$ cat src/rtl/operand_bypass_unit.sv
// EX-stage forwarding network: picks the youngest matching in-flight result per source operand,
// zero-latency combinational lookup; a load-use match holds EX (one bubble) and is counted.
module operand_bypass_unit #(
    parameter int XLEN    = 64,
    parameter int NUM_SRC = 2,
    parameter int DEPTH   = 2,
    parameter int RADDR_W = 5,
    parameter int SEL_W   = $clog2(DEPTH + 1)
) (
    input  logic                       clk,
    input  logic                       rst_n,
    input  logic                       flush,
    input  logic                       stall_in,
    input  logic                       ex_valid,
    input  logic                       ex_reg_write,
    input  logic                       ex_is_load,
    input  logic [RADDR_W-1:0]         ex_rd,
    input  logic [XLEN-1:0]            ex_result,
    input  logic [XLEN-1:0]            mem_rdata,
    input  logic [NUM_SRC*RADDR_W-1:0] src_addr,
    input  logic [NUM_SRC*XLEN-1:0]    src_data,
    output logic [NUM_SRC*XLEN-1:0]    fwd_data,
    output logic [NUM_SRC*SEL_W-1:0]   fwd_sel,
    output logic                       load_use_hazard,
    output logic [31:0]                hazard_count
);

    logic [DEPTH-1:0]              valid_q, valid_d;
    logic [DEPTH-1:0][RADDR_W-1:0] rd_q, rd_d;
    logic [DEPTH-1:0][XLEN-1:0]    data_q, data_d;
    // Only entry[0] can hold a pending load: the shift into entry[1] fills in mem_rdata.
    logic                          pend_q, pend_d;
    logic [31:0]                   hazard_count_q, hazard_count_d;
    logic [NUM_SRC-1:0]            src_haz;

    always_comb begin
        fwd_data = '0;
        fwd_sel  = '0;
        src_haz  = '0;
        for (int i = 0; i < NUM_SRC; i++) begin
            logic [RADDR_W-1:0] addr;
            logic [XLEN-1:0]    data;
            logic [SEL_W-1:0]   sel;
            logic               pend_win;
            addr     = src_addr[i*RADDR_W +: RADDR_W];
            data     = src_data[i*XLEN +: XLEN];
            sel      = '0;
            pend_win = 1'b0;
            // Walk oldest to youngest so the lowest matching index is the one kept.
            for (int k = DEPTH - 1; k >= 0; k--) begin
                if (valid_q[k] && (rd_q[k] == addr) && (addr != '0)) begin
                    sel      = SEL_W'(k + 1);
                    data     = data_q[k];
                    pend_win = (k == 0) ? pend_q : 1'b0;
                end
            end
            fwd_data[i*XLEN +: XLEN]   = data;
            fwd_sel[i*SEL_W +: SEL_W]  = sel;
            src_haz[i]                 = pend_win;
        end
    end

    assign load_use_hazard = ex_valid && (|src_haz);

    always_comb begin
        valid_d = valid_q;
        rd_d    = rd_q;
        data_d  = data_q;
        pend_d  = pend_q;
        if (flush) begin
            valid_d = '0;
        end else if (!stall_in) begin
            for (int k = DEPTH - 1; k >= 1; k--) begin
                valid_d[k] = valid_q[k-1];
                rd_d[k]    = rd_q[k-1];
                data_d[k]  = data_q[k-1];
            end
            if (pend_q) begin
                data_d[1] = mem_rdata;
            end
            valid_d[0] = ex_valid && ex_reg_write && (ex_rd != '0) && !load_use_hazard;
            rd_d[0]    = ex_rd;
            data_d[0]  = ex_result;
            pend_d     = ex_is_load;
        end
    end

    always_comb begin
        hazard_count_d = hazard_count_q;
        if (load_use_hazard && (hazard_count_q != 32'hFFFF_FFFF)) begin
            hazard_count_d = hazard_count_q + 32'd1;
        end
    end

    always_ff @(posedge clk) begin
        if (!rst_n) begin
            valid_q        <= '0;
            rd_q           <= '0;
            data_q         <= '0;
            pend_q         <= 1'b0;
            hazard_count_q <= '0;
        end else begin
            valid_q        <= valid_d;
            rd_q           <= rd_d;
            data_q         <= data_d;
            pend_q         <= pend_d;
            hazard_count_q <= hazard_count_d;
        end
    end

    assign hazard_count = hazard_count_q;

endmodule

$ cat config.mk
export PLATFORM = sky130hd
export DESIGN_NAME = operand_bypass_unit
export DESIGN_NICKNAME = d
export VERILOG_FILES = /design/src/rtl/operand_bypass_unit.sv
export SDC_FILE = /design/constraint.sdc
export NUM_CORES = 1
export LEC_CHECK = 0
export CORE_AREA = 2 2 173 175
export DETAILED_ROUTE_END_ITERATION = 8
export DIE_AREA = 0 0 175 177
export HOLD_SLACK_MARGIN = 0.03
export PLACE_DENSITY = 0.73
export RECOVER_POWER = 100
export SETUP_SLACK_MARGIN = 0.2
export SYNTH_ARGS = -nofsm -noshare
export SYNTH_HDL_FRONTEND = slang
export SYNTH_SLANG_ARGS = --single-unit
$ cat constraint.sdc
create_clock -name clk -period 3.5 [get_ports clk]
set_clock_uncertainty 0.15 [all_clocks]
set_input_delay 0.35 -clock clk [delete_from_list [all_inputs] [get_ports clk]]
set_output_delay 0.35 -clock clk [all_outputs]
set_load 0.02 [all_outputs]
* Word level (Yosys, flattened, before mapping)
Cells that the tools add are included.
** Storage, ports and cells
- Logic and storage cells :: 47
- Input bits :: 278
- Bits in registers :: 173
- Output and inout port bits :: 165
** Operators by class
- Equality and inequality tests :: 5
- Mux-type cells :: 11
- Bitwise gates (word level) :: 3
- Reduce and logical (&&, ||, !) cells :: 20
- $add $sub $neg :: 1
** Operators with widths (count)
- 64-bit 2-to-1 mux :: 5
- 32-bit by 1-bit adder with 32-bit output, second input constant :: 1
- 32-bit inequality test, second input constant :: 1
- 5-bit == test :: 4
- 5-bit nonzero test :: 3
- 1-bit logical AND :: 13
- 2-bit 2-to-1 mux :: 4
- 2-bit OR reduction :: 2
- 1-bit NOT :: 3
- 1-bit 2-to-1 mux :: 2
- 2-bit AND reduction :: 1
- 1-bit zero test :: 1

* Logic depth before layout (Yosys ltp)
Gate-level depths: netlist of the first run.
- Word-level depth :: 8
- Depth in mapped cells :: 9
- Mapped depth without buffers :: 6

* Least setup slack after synthesis of the first run
No wires, ideal clock.
- Path type :: input port to output port
- Start :: in src_addr[6]
- End :: out fwd_data[100]
- Path buffers :: 2
- Cell stages on the path :: 7
- Arrival :: 2177 ps
- Setup slack :: 823 ps
- Path through :: or4_1 -> nor2_1 -> nor4_1 -> buf_2 -> buf_2 -> mux2i_1 -> o21ai_0
** Between the ends
- Longest elaborated chain between the ends :: 5
- Elaborated cells on any way between the ends :: 9
** RTL lines
- start: declaration :: RTL line 20 : input logic [NUM_SRC*RADDR_W-1:0] src_addr,
- 5-bit == test :: RTL line 51 : if (valid_q[k] && (rd_q[k] == addr) && (addr != '0)) begin
- 1-bit logical AND (2 in a row) :: RTL line 51
- 64-bit 2-to-1 mux :: RTL line 51
- 64-bit 2-to-1 mux (*) :: RTL line 51
- end: declaration :: RTL line 22 : output logic [NUM_SRC*XLEN-1:0] fwd_data,
Every way passes the cells marked *; elsewhere a longest branch is shown, timed or not.

* Worst setup path in the final report of the first run
- Start :: in src_addr[6]
- End :: out fwd_data[84]
The elaborated chain is that of the path after synthesis.

==> key figures, run 1 <==
Status
  – Run status: finished with violations
  – Failing checks: capacitance limit, slew limit

Clock tree
  – Hold Buf Count CTS: 0
  – CTS buffer count: 17
  – Clock-pin slew on the worst setup and hold paths: about 70 ps
  – Root Driver: clkbuf_16
  – Sinks on Clock Net: roughly 170
  – TritonCTS clock tree: yes
  – Worst skew pair latency: 420 ps
  – H-tree Lvls: 4
  – Clock Path Buffers: 2

Floorplanning
  – Initial Utilization: approximately a third
  – FP Rows: 63
  – Core area: 29200 um^2
  – DIE AREA: 31000 um^2
  – Num ports: 443
  – Die Wd: 175 um
  – DIE HEIGHT: 177 um

Layout
  – Nets: 1957
  – Most frequent cells in the layout: nand2_1, clkdlybuf4s50_1, mux2i_1
  – Final core occ: 51.7%
  – Layout area overhead: 53.7%
  – Share of post-route cells with drive strength above 1: 4.79%
  – Commonest non-fill, non-tap cell in the layout: nand2_1
  – Finished Layout Cells: around 2100

Pwr
  – Worst VDD drop: 0.000234 V
  – Final Power: approximately 4900 uW
  – P_leak: 0.00508 uW
  – Pwr/cell area: 323 nW/um^2

Routing
  – Avg WL per Cell: 18.2 um
  – Post-route DRC: 0
  – Vias: 10724
  – Post-route antenna net violation count: 0
  – Vias/cell: 5.15
  – Pre-antenna DRT Iters: 5
  – Final wirelength: 37800 um
  – 1st-iter DRT viols: between 500 and 600

Timing
  – Tcrit/Tclk final: a little over nine tenths
  – Unrepaired setup endpoints after global routing: yes
  – Fin. Hold Viols: 0
  – Fmax: 305 MHz
  – Final setup fails: 0
  – Worst Tran Pin Value: 1880 ps
  – Rel. slew slack: -25.1%
  – Setup total negative slack: 0 ps
  – Final Critical Period: 3280 ps
  – Slew Limit Fails: 225

Placed design
  – Routability cong.: 0.962
  – Input/output buffers: roughly 440
  – Inst Count DP: 2048
  – Detailed Place HPWL: 28200 um

Critical path
  – Crit Path Class: input pin to output pin
  – CP max FO: 24
  – Startpoint Class: input pin
  – Critical-path cell list: clkdlybuf4s50_1 > or4_1 > nor2_1 > clkbuf_1 > nor4_4 > buf_4 > buf_12 > buf_6 > o21ai_0 > dlygate4sd2_1
  – Critical Path AT: 2780 ps
  – Critical Path RT: 3000 ps
  – R2R Setup Slk: 670 ps
  – Crit-path slowest cell: or4_1
  – Delay of the slowest critical-path stage: 570 ps
  – Crit end category: output pin

Yosys
  – Ys Warns: 0
  – Synth top area cells: dfxtp_1, mux2i_1, nand2_1
  – FF+latch count, synth: between 150 and 200
  – Mean Syn Cell Area: 7.71 um^2
  – Seq/Total Area, Yosys: 35.2%
  – Post-Syn Instances: around 1300
  – Synth Net Count: 1556
  – Share of the synthesized area in the top cell type: a little over a third
  – Top cell type by total area after synthesis: dfxtp_1
  – Synth Flop Type: dfxtp_1
  – Netlist cell types: 37
  – Syn Std Cell Area: 9850 um^2
  – Asr flop ratio synth: 0%
  – Post-synth EDFFs: 0

Global routing
  – Largest net degree at the start of global routing: 110
  – Total track usage: 23.4%
  – First-pass GRT wire length: 57800 um
  – Vias in the first global route: 10421
  – Initial antenna violation count: 3
  – Total grt overflow: 0

Hold path
  – Min-Delay Path Class: input pin to flip-flop

Run
  – Max_cap viols: 3
-- through the flow --
step | setup WS (ps) | hold WS [ps] | instance area (um^2)
after floorplan | 823 | 306 | 9850
after global placement | -28.2 | 326 | 14900
after detailed placement | -43.3 | 331 | 14900
after CTS | 16.8 | 298 | 15400
after global routing | 103 | 313 | 15100
final | 219 | 319 | 15100
-- worst paths after layout --
path | start | to | depth (start not counted)
setup / recovery | src_addr[6] | fwd_data[84] | 10
hold / removal | ex_result[25] | data_q[25]$_SDFFE_PN0P_ | 3
setup reg to reg | rd_q[3]$_SDFFE_PN0P_ | hazard_count[11]$_SDFFE_PN0P_ | 10
hold reg to reg | data_q[2]$_SDFFE_PN0P_ | data_q[2]$_SDFFE_PN0P_ | 2
-- cells in the mapped netlist, types with 4 or more instances --
| library cell | number |
|---|---|
| a211oi_1 | 64 |
| xnor2_1 | 13 |
| nand3_1 | 15 |
| buf_2 | 18 |
| nand2b_1 | 5 |
| mux2i_1 | 196 |
| xor2_1 | 9 |
| or3_1 | 19 |
| and2_1 | 4 |
| or4_1 | 8 |
| nor2_1 | 71 |
| a21oi_1 | 100 |
| clkbuf_1 | 83 |
| buf_1 | 6 |
| o31ai_1 | 7 |
| and3_1 | 10 |
| dfxtp_1 | 173 |
| nand4_1 | 14 |
| o21ai_0 | 148 |
| nand2_1 | 290 |
-- power breakdown --
group | switching, uW | leakage (uW) | total, uW | internal (uW)
combinational | 405 | 0.00341 | 896 | 491
sequential | 92.4 | 0.00141 | 2140 | 2050
clock | 843 | 0.000261 | 1850 | 1010
total | 1340 | 0.00508 | 4890 | 3550
-- sequential cells by signal, summed over array words and instances, names as in the netlist --
signal,flops
data_q,128
hazard_count,32
valid_q,2
pend_q,1
rd_q,10
-- what timing repair did --
| action | CTS | global route |
|---|---|---|
| resized for setup | 122 | 85 |
| setup buffers | 1 | 0 |
| hold endpoints to repair | 0 | 0 |
| endpoints found under the setup margin | 126 | 46 |
-- worst max-delay path, delay by kind of cell --
family	cells	cell delay (ps)
AND/OR/NAND/NOR	3	810
buffers and inverters	6	1450
AO/OA/AOI/OAI	1	170
-- area by class of cell --
type	instances	area, um^2
Inverter	3	13.8
Antenna cell	2	5.00
Clock buffer	21	450
Fill cell	2886	14100
Clock inverter	11	109
Timing Repair Buffer	489	4650
Sequential cell	173	3470
Tap cell	390	488
Multi-Input combinational cell	994	5950
-- kinds of logic after synthesis --
group / Yosys count / synth area share (%)
fa+ha+maj: 1 / 0.127
flops: 173 / 35.2
xor+xnor: 22 / 1.96
simple gates: 448 / 19.6
mux: 196 / 19.9
buf+inv: 110 / 4.42
compound gates: 327 / 18.8
-- metal layers --
layer | track usage, % | routed length (um)
met3 | 5.28 | 2470
met5 | 0 | 25
met1 | 28.4 | 15700
met4 | 8.61 | 1060
met2 | 40.4 | 18600
No activity file was read; power rests on OpenSTA's default activity.
==> run 2: changes to the inputs <==
Settings changed: CORE_AREA 2 2 173 175 to 2 2 174 176, DIE_AREA 0 0 175 177 to 0 0 176 178, DONT_BUFFER_PORTS from default to 1, PLACE_DENSITY 0.73 to 0.53, TNS_END_PERCENT from default to 20.
==> key figures, run 2 (synthesis gave the netlist of run 1 again) <==
Global routing
  – Total track usage: 21.6% (-1.8 points)
  – Initial antenna violation count: 4 (+1)
  – Largest net degree at the start of global routing: 91 (-17%)
  – First-pass GRT wire length: 53000 um (-8.2%)
  – Total grt overflow: 0 (unchanged)
  – Vias in the first global route: 9233 (-11%)

Critical path
  – CP max FO: 64 (+170%)
  – Critical Path RT: 3000 ps (about the same)
  – Crit end category: output pin
  – Critical Path AT: 2740 ps (-40 ps)
  – Startpoint Class: flip-flop
  – Crit Path Class: flip-flop to output pin

Hold path
  – Min-Delay Path Class: input pin to flip-flop

Layout
  – FILL cells: 3087 (+7.0%)
  – Nets: 1727 (-12%)
  – Most frequent cells in the layout: nand2_1, mux2i_1, dfxtp_1
  – Largest register FFs: 128 (unchanged)
  – Commonest non-fill, non-tap cell in the layout: nand2_1
  – Layout area overhead: 26.7%
  – Final core occ: 42.4% (-9.3 points)
  – Share of post-route cells with drive strength above 1: 4.05% (-0.74 points)
  – Biggest register: data_q

Timing
  – Fmax: 309 MHz (+1.4%)
  – Final Critical Period: 3240 ps (-45.9 ps)
  – Worst Tran Pin Value: 3090 ps (+1220 ps)
  – Setup total negative slack: 0 ps (unchanged)
  – Rel. slew slack: -106% (-81 points)
  – Tcrit/Tclk final: 92.4% (-1.3 points)
  – Unrepaired setup endpoints after global routing: no
  – Slew Limit Fails: 205 (-8.9%)
  – Fin. Hold Viols: 0 (unchanged)
  – Final setup fails: 0 (unchanged)

Floorplanning
  – DIE AREA: 31300 um^2 (+1.1%)
  – FP Rows: 63 (unchanged)
  – Die Wd: 176 um (+0.57%)
  – Initial Utilization: 33.5% (-0.18 points)
  – Core area: 29400 um^2 (+0.54%)
  – DIE HEIGHT: 178 um (+0.56%)
  – Num ports: 443 (unchanged)

Clock tree
  – CTS buffer count: 17 (unchanged)
  – Clock Path Buffers: 2 (unchanged)
  – Root Driver: clkbuf_16
  – Clock-pin slew on the worst setup and hold paths: 70 ps (about the same)
  – Worst skew pair latency: 420 ps (about the same)
  – TritonCTS clock tree: yes
  – Sinks on Clock Net: 173 (unchanged)
  – Cts repair resizes: 0 (-100%)
  – H-tree Lvls: 4 (unchanged)

Routing
  – Post-route antenna net violation count: 0 (unchanged)
  – Pre-antenna DRT Iters: 4 (-1)
  – Final wirelength: 36000 um (-4.7%)
  – Post-route DRC: 0 (unchanged)
  – 1st-iter DRT viols: 578 (-1.5%)
  – Avg WL per Cell: 19.5 um (+7.2%)
  – Vias/cell: 5.36 (+4.0%)
  – Vias: 9915 (-7.5%)

Status
  – Run status: finished with violations
  – Failing checks: capacitance limit, slew limit

Placed design
  – Input/output buffers: 0 (-100%)
  – Routability cong.: 0.855 (-11%)
  – Detailed Place HPWL: 24900 um (-12%)

Run
  – Max_cap viols: 3 (unchanged)

Pwr
  – P_leak: 0.00377 uW (-26%)
  – Worst VDD drop: 0.000254 V (+8.4%)
  – Pwr/cell area: 384 nW/um^2 (+19%)
-- run 2: critical path, cell delays in order, from the launching register on --
cell	delay (ps)
dfxtp_1	440
xnor2_1	150
nand4_1	110
nor4_1	680
buf_12	350
nand2_1	190
o21ai_0	120
clkbuf_1	250
-- run 2: area by class of cell --
| class | instances | area, um^2 | share of cell area (%) |
|---|---|---|---|
| diodes | 3 | 7.51 | 0.0602 |
| clock buffers | 18 | 450 | 3.61 |
| clock inverters | 11 | 159 | 1.27 |
| inverters | 3 | 13.8 | 0.110 |
| multi-input cells | 994 | 5920 | 47.4 |
| flip-flops and latches | 173 | 3470 | 27.8 |
| well taps | 390 | 488 | 3.91 |
| repair buffers | 259 | 1970 | 15.8 |
-- run 2: report_power, final --
part	switching [uW]	internal, uW
sequential	94.7	2050
combinational	370	280
clock	829	1170
total	1290	3500
-- run 2: per-layer routing --
metal  part of all wire, %  track usage [%]  vias to the layer above
met5                 0.031                0                        -
met4                   2.3             6.71                        2
met3                   7.4             6.33                       54
met2                    49             36.9                      354
met1                    41             26.1                     4669
li1                      -                -                     4836
-- run 2: path summary, 6_finish.rpt --
path,endpoint,depth (start not counted),start,slack [ps]
hold reg to reg,data_q[38]$_SDFFE_PN0P_,2,data_q[38]$_SDFFE_PN0P_,340
hold / removal,data_q[76]$_SDFFE_PN0P_,2,mem_rdata[12],50
setup / recovery,fwd_data[32],7,rd_q[1]$_SDFFE_PN0P_,260
setup reg to reg,hazard_count[12]$_SDFFE_PN0P_,8,rd_q[1]$_SDFFE_PN0P_,340
-- run 2: repair_timing --
item	in CTS	in global routing
hold buffers	132	0
endpoints found under the setup margin	0	0
endpoints found under the hold margin	135	0
buffers inserted	0	0
-- run 2: through the flow --
| step | total power [uW] | std cells | hold slack [ps] | cell area [um^2] | worst slack [ps] |
|---|---|---|---|---|---|
| floorplan | 2560 | 1277 | 306 | 9850 | 823 |
| global placement | 2750 | 1687 | 324 | 11000 | 756 |
| detailed placement | 2760 | 1687 | 331 | 11000 | 722 |
| CTS | 4910 | 1848 | 32.6 | 12900 | 376 |
| global route | 5000 | 1850 | 34.4 | 12500 | 110 |
| finish | 4800 | 1851 | 50.5 | 12500 | 265 |
==> run 3: changes to the inputs <==
Settings changed: CORE_AREA 2 2 174 176 to 2 2 170 172, DIE_AREA 0 0 176 178 to 0 0 172 174, PLACE_DENSITY 0.53 to 0.55.
Clock period 3.5 ns to 3.7 ns, I/O delays scaled along.
==> key figures, run 3 (synthesis gave the netlist of run 1 again) <==
Timing
  – Rel. slew slack: -108% (-1.6 points)
  – Unrepaired setup endpoints after global routing: no
  – Final setup fails: 0 (unchanged)
  – Fmax: 289 MHz
  – Slew Limit Fails: 76 (-63%)
  – Final Critical Period: between 3000 and 4000 ps
  – Fin. Hold Viols: 0 (unchanged)
  – Tcrit/Tclk final: 93.4%
  – Worst Tran Pin Value: 3120 ps (+23.8 ps)
  – Setup total negative slack: 0 ps (unchanged)

Floorplanning
  – Core area: 28200 um^2 (-4.0%)
  – Initial Utilization: 34.9% (+1.4 points)
  – Num ports: 443 (unchanged)
  – Die Wd: 172 um (-2.3%)
  – FP Rows: 62 (-1.6%)
  – DIE HEIGHT: 174 um (-2.2%)
  – DIE AREA: 29900 um^2 (-4.5%)

Critical path
  – Crit-path slowest cell: nor4_1
  – Startpoint Class: flip-flop
  – Delay of the slowest critical-path stage: 490 ps (-190 ps)
  – Critical Path RT: 3180 ps (+180 ps)
  – Crit end category: output pin
  – Crit Path Class: flip-flop to output pin
  – Critical-path cell list: xnor2_1 > nand4_1 > nor4_1 > buf_12 > mux2i_1 > o21ai_0 > buf_4
  – Critical Path AT: 2940 ps (+200 ps)
  – CP max FO: 65 (+1.6%)

Placed design
  – Input/output buffers: 0 (unchanged)
  – Routability cong.: 0.880 (+2.9%)
  – Inst Count DP: 1645 (-2.5%)
  – Detailed Place HPWL: 23300 um (-6.6%)

Global routing
  – GR peak layer: met2
  – Total track usage: 21.6% (+0.081 points)
  – GRT met3 Usage: 6.03% (-0.30 points)
  – Total grt overflow: 0 (unchanged)
  – Met2 Use GR: 36.8% (-0.11 points)
  – Largest net degree at the start of global routing: 171 (+88%)
  – Initial antenna violation count: 1 (-3)
  – Met1 Resource Use GR: 26.8% (+0.71 points)
  – Vias in the first global route: 9124 (-1.2%)
  – First-pass GRT wire length: 51200 um (-3.4%)

Layout
  – Finished Layout Cells: 1781 (-3.8%)
  – Largest register FFs: 128 (unchanged)
  – Most frequent cells in the layout: nand2_1, mux2i_1, dfxtp_1
  – Nets: 1664 (-3.6%)
  – Biggest register: data_q
  – Layout area overhead: 21.9%
  – FILL cells: 2994 (-3.0%)
  – Commonest non-fill, non-tap cell in the layout: nand2_1
  – Share of post-route cells with drive strength above 1: 3.51% (-0.54 points)

Routing
  – 1st-iter DRT viols: 620 (+7.3%)
  – Final wirelength: 34100 um (-5.3%)
  – Pre-antenna DRT Iters: 5 (+1)
  – Post-route antenna net violation count: 0 (unchanged)
  – Post-route DRC: 0 (unchanged)
  – Vias/cell: 5.42 (+1.1%)
  – Vias: 9645 (-2.7%)
  – Avg WL per Cell: 19.2 um (-1.5%)

Status
  – Failing checks: capacitance limit, slew limit
  – Run status: finished with violations

Pwr
  – Pwr/cell area: 363 nW/um^2 (-5.5%)
  – Worst VDD drop: 0.000223 V (-12%)
  – P_leak: 0.00356 uW (-5.6%)
  – Final Power: 4360 uW (-9.1%)

Clock tree
  – Root Driver: clkbuf_16
  – Sinks on Clock Net: 173 (unchanged)
  – Worst skew pair latency: 420 ps (about the same)
  – H-tree Lvls: 4 (unchanged)
  – TritonCTS clock tree: yes
  – CTS buffer count: 17 (unchanged)
  – Post CTS Setup Buffer Count: 0 (unchanged)
  – Clock-pin slew on the worst setup and hold paths: 70 ps (about the same)
  – Clock Path Buffers: 2 (unchanged)

Run
  – Max_cap viols: 1 (-2)

Hold path
  – Min-Delay Path Class: input pin to flip-flop
## run 3: where the power goes
part | switching [uW] | internal [uW]
clock network | 804 | 943
registers | 90.3 | 1940
logic | 342 | 237
total | 1240 | 3120
## run 3: worst paths after layout
| path | from | slack [ps] | to | cells after the start |
|---|---|---|---|---|
| setup / recovery | rd_q[5]$_SDFFE_PN0P_ | 240 | fwd_data[65] | 7 |
| hold / removal | mem_rdata[46] | 50 | data_q[110]$_SDFFE_PN0P_ | 2 |
| setup reg to reg | pend_q$_SDFFE_PN0P_ | 650 | data_q[101]$_SDFFE_PN0P_ | 3 |
| hold reg to reg | data_q[54]$_SDFFE_PN0P_ | 340 | data_q[54]$_SDFFE_PN0P_ | 2 |
## run 3: per-stage QoR
step | util [%] | instance area, um^2 | setup slack (ps) | hold slack, ps
final | 42.5 | 12000 | 244 | 47.5
after global routing | 42.5 | 12000 | 183 | 34.4
after CTS | 43.6 | 12300 | 415 | 30.1
after detailed placement | 37.9 | 10700 | 750 | 328
after global placement | 37.9 | 10700 | 757 | 324
after floorplan | - | 9850 | 983 | 306
## run 3: layer usage
metal / wire (um) / share of wire (%)
met3: 2650 / 7.8
met1: 14500 / 42
met2: 16500 / 48
met4: 544 / 1.6
met5: 0 / 0
## run 3: worst max-delay path, delay by kind of cell (launching register included)
kind / cells / cell delay [ps]
flip-flops: 1 / 420
buffers and inverters: 2 / 720
XOR/XNOR: 1 / 140
AND/OR/NAND/NOR: 2 / 610
AO/OA/AOI/OAI: 1 / 430
multiplexers: 1 / 130
## run 3: layout make-up
class	count	area (um^2)	share of cell area (%)
Timing Repair Buffer	196	1540	12.8
Sequential cell	173	3460	28.8
Multi-Input combinational cell	994	5950	49.6
Clock buffer	18	429	3.57
Antenna cell	1	2.50	0.0208
Tap cell	384	480	4.00
Clock inverter	12	130	1.08
Inverter	3	13.8	0.115
## run 3: repair_timing
item	4_1_cts	5_1_grt
hold endpoints to repair	108	0
gates resized for setup	0	1
setup endpoints to repair	0	1
hold buffers	105	0
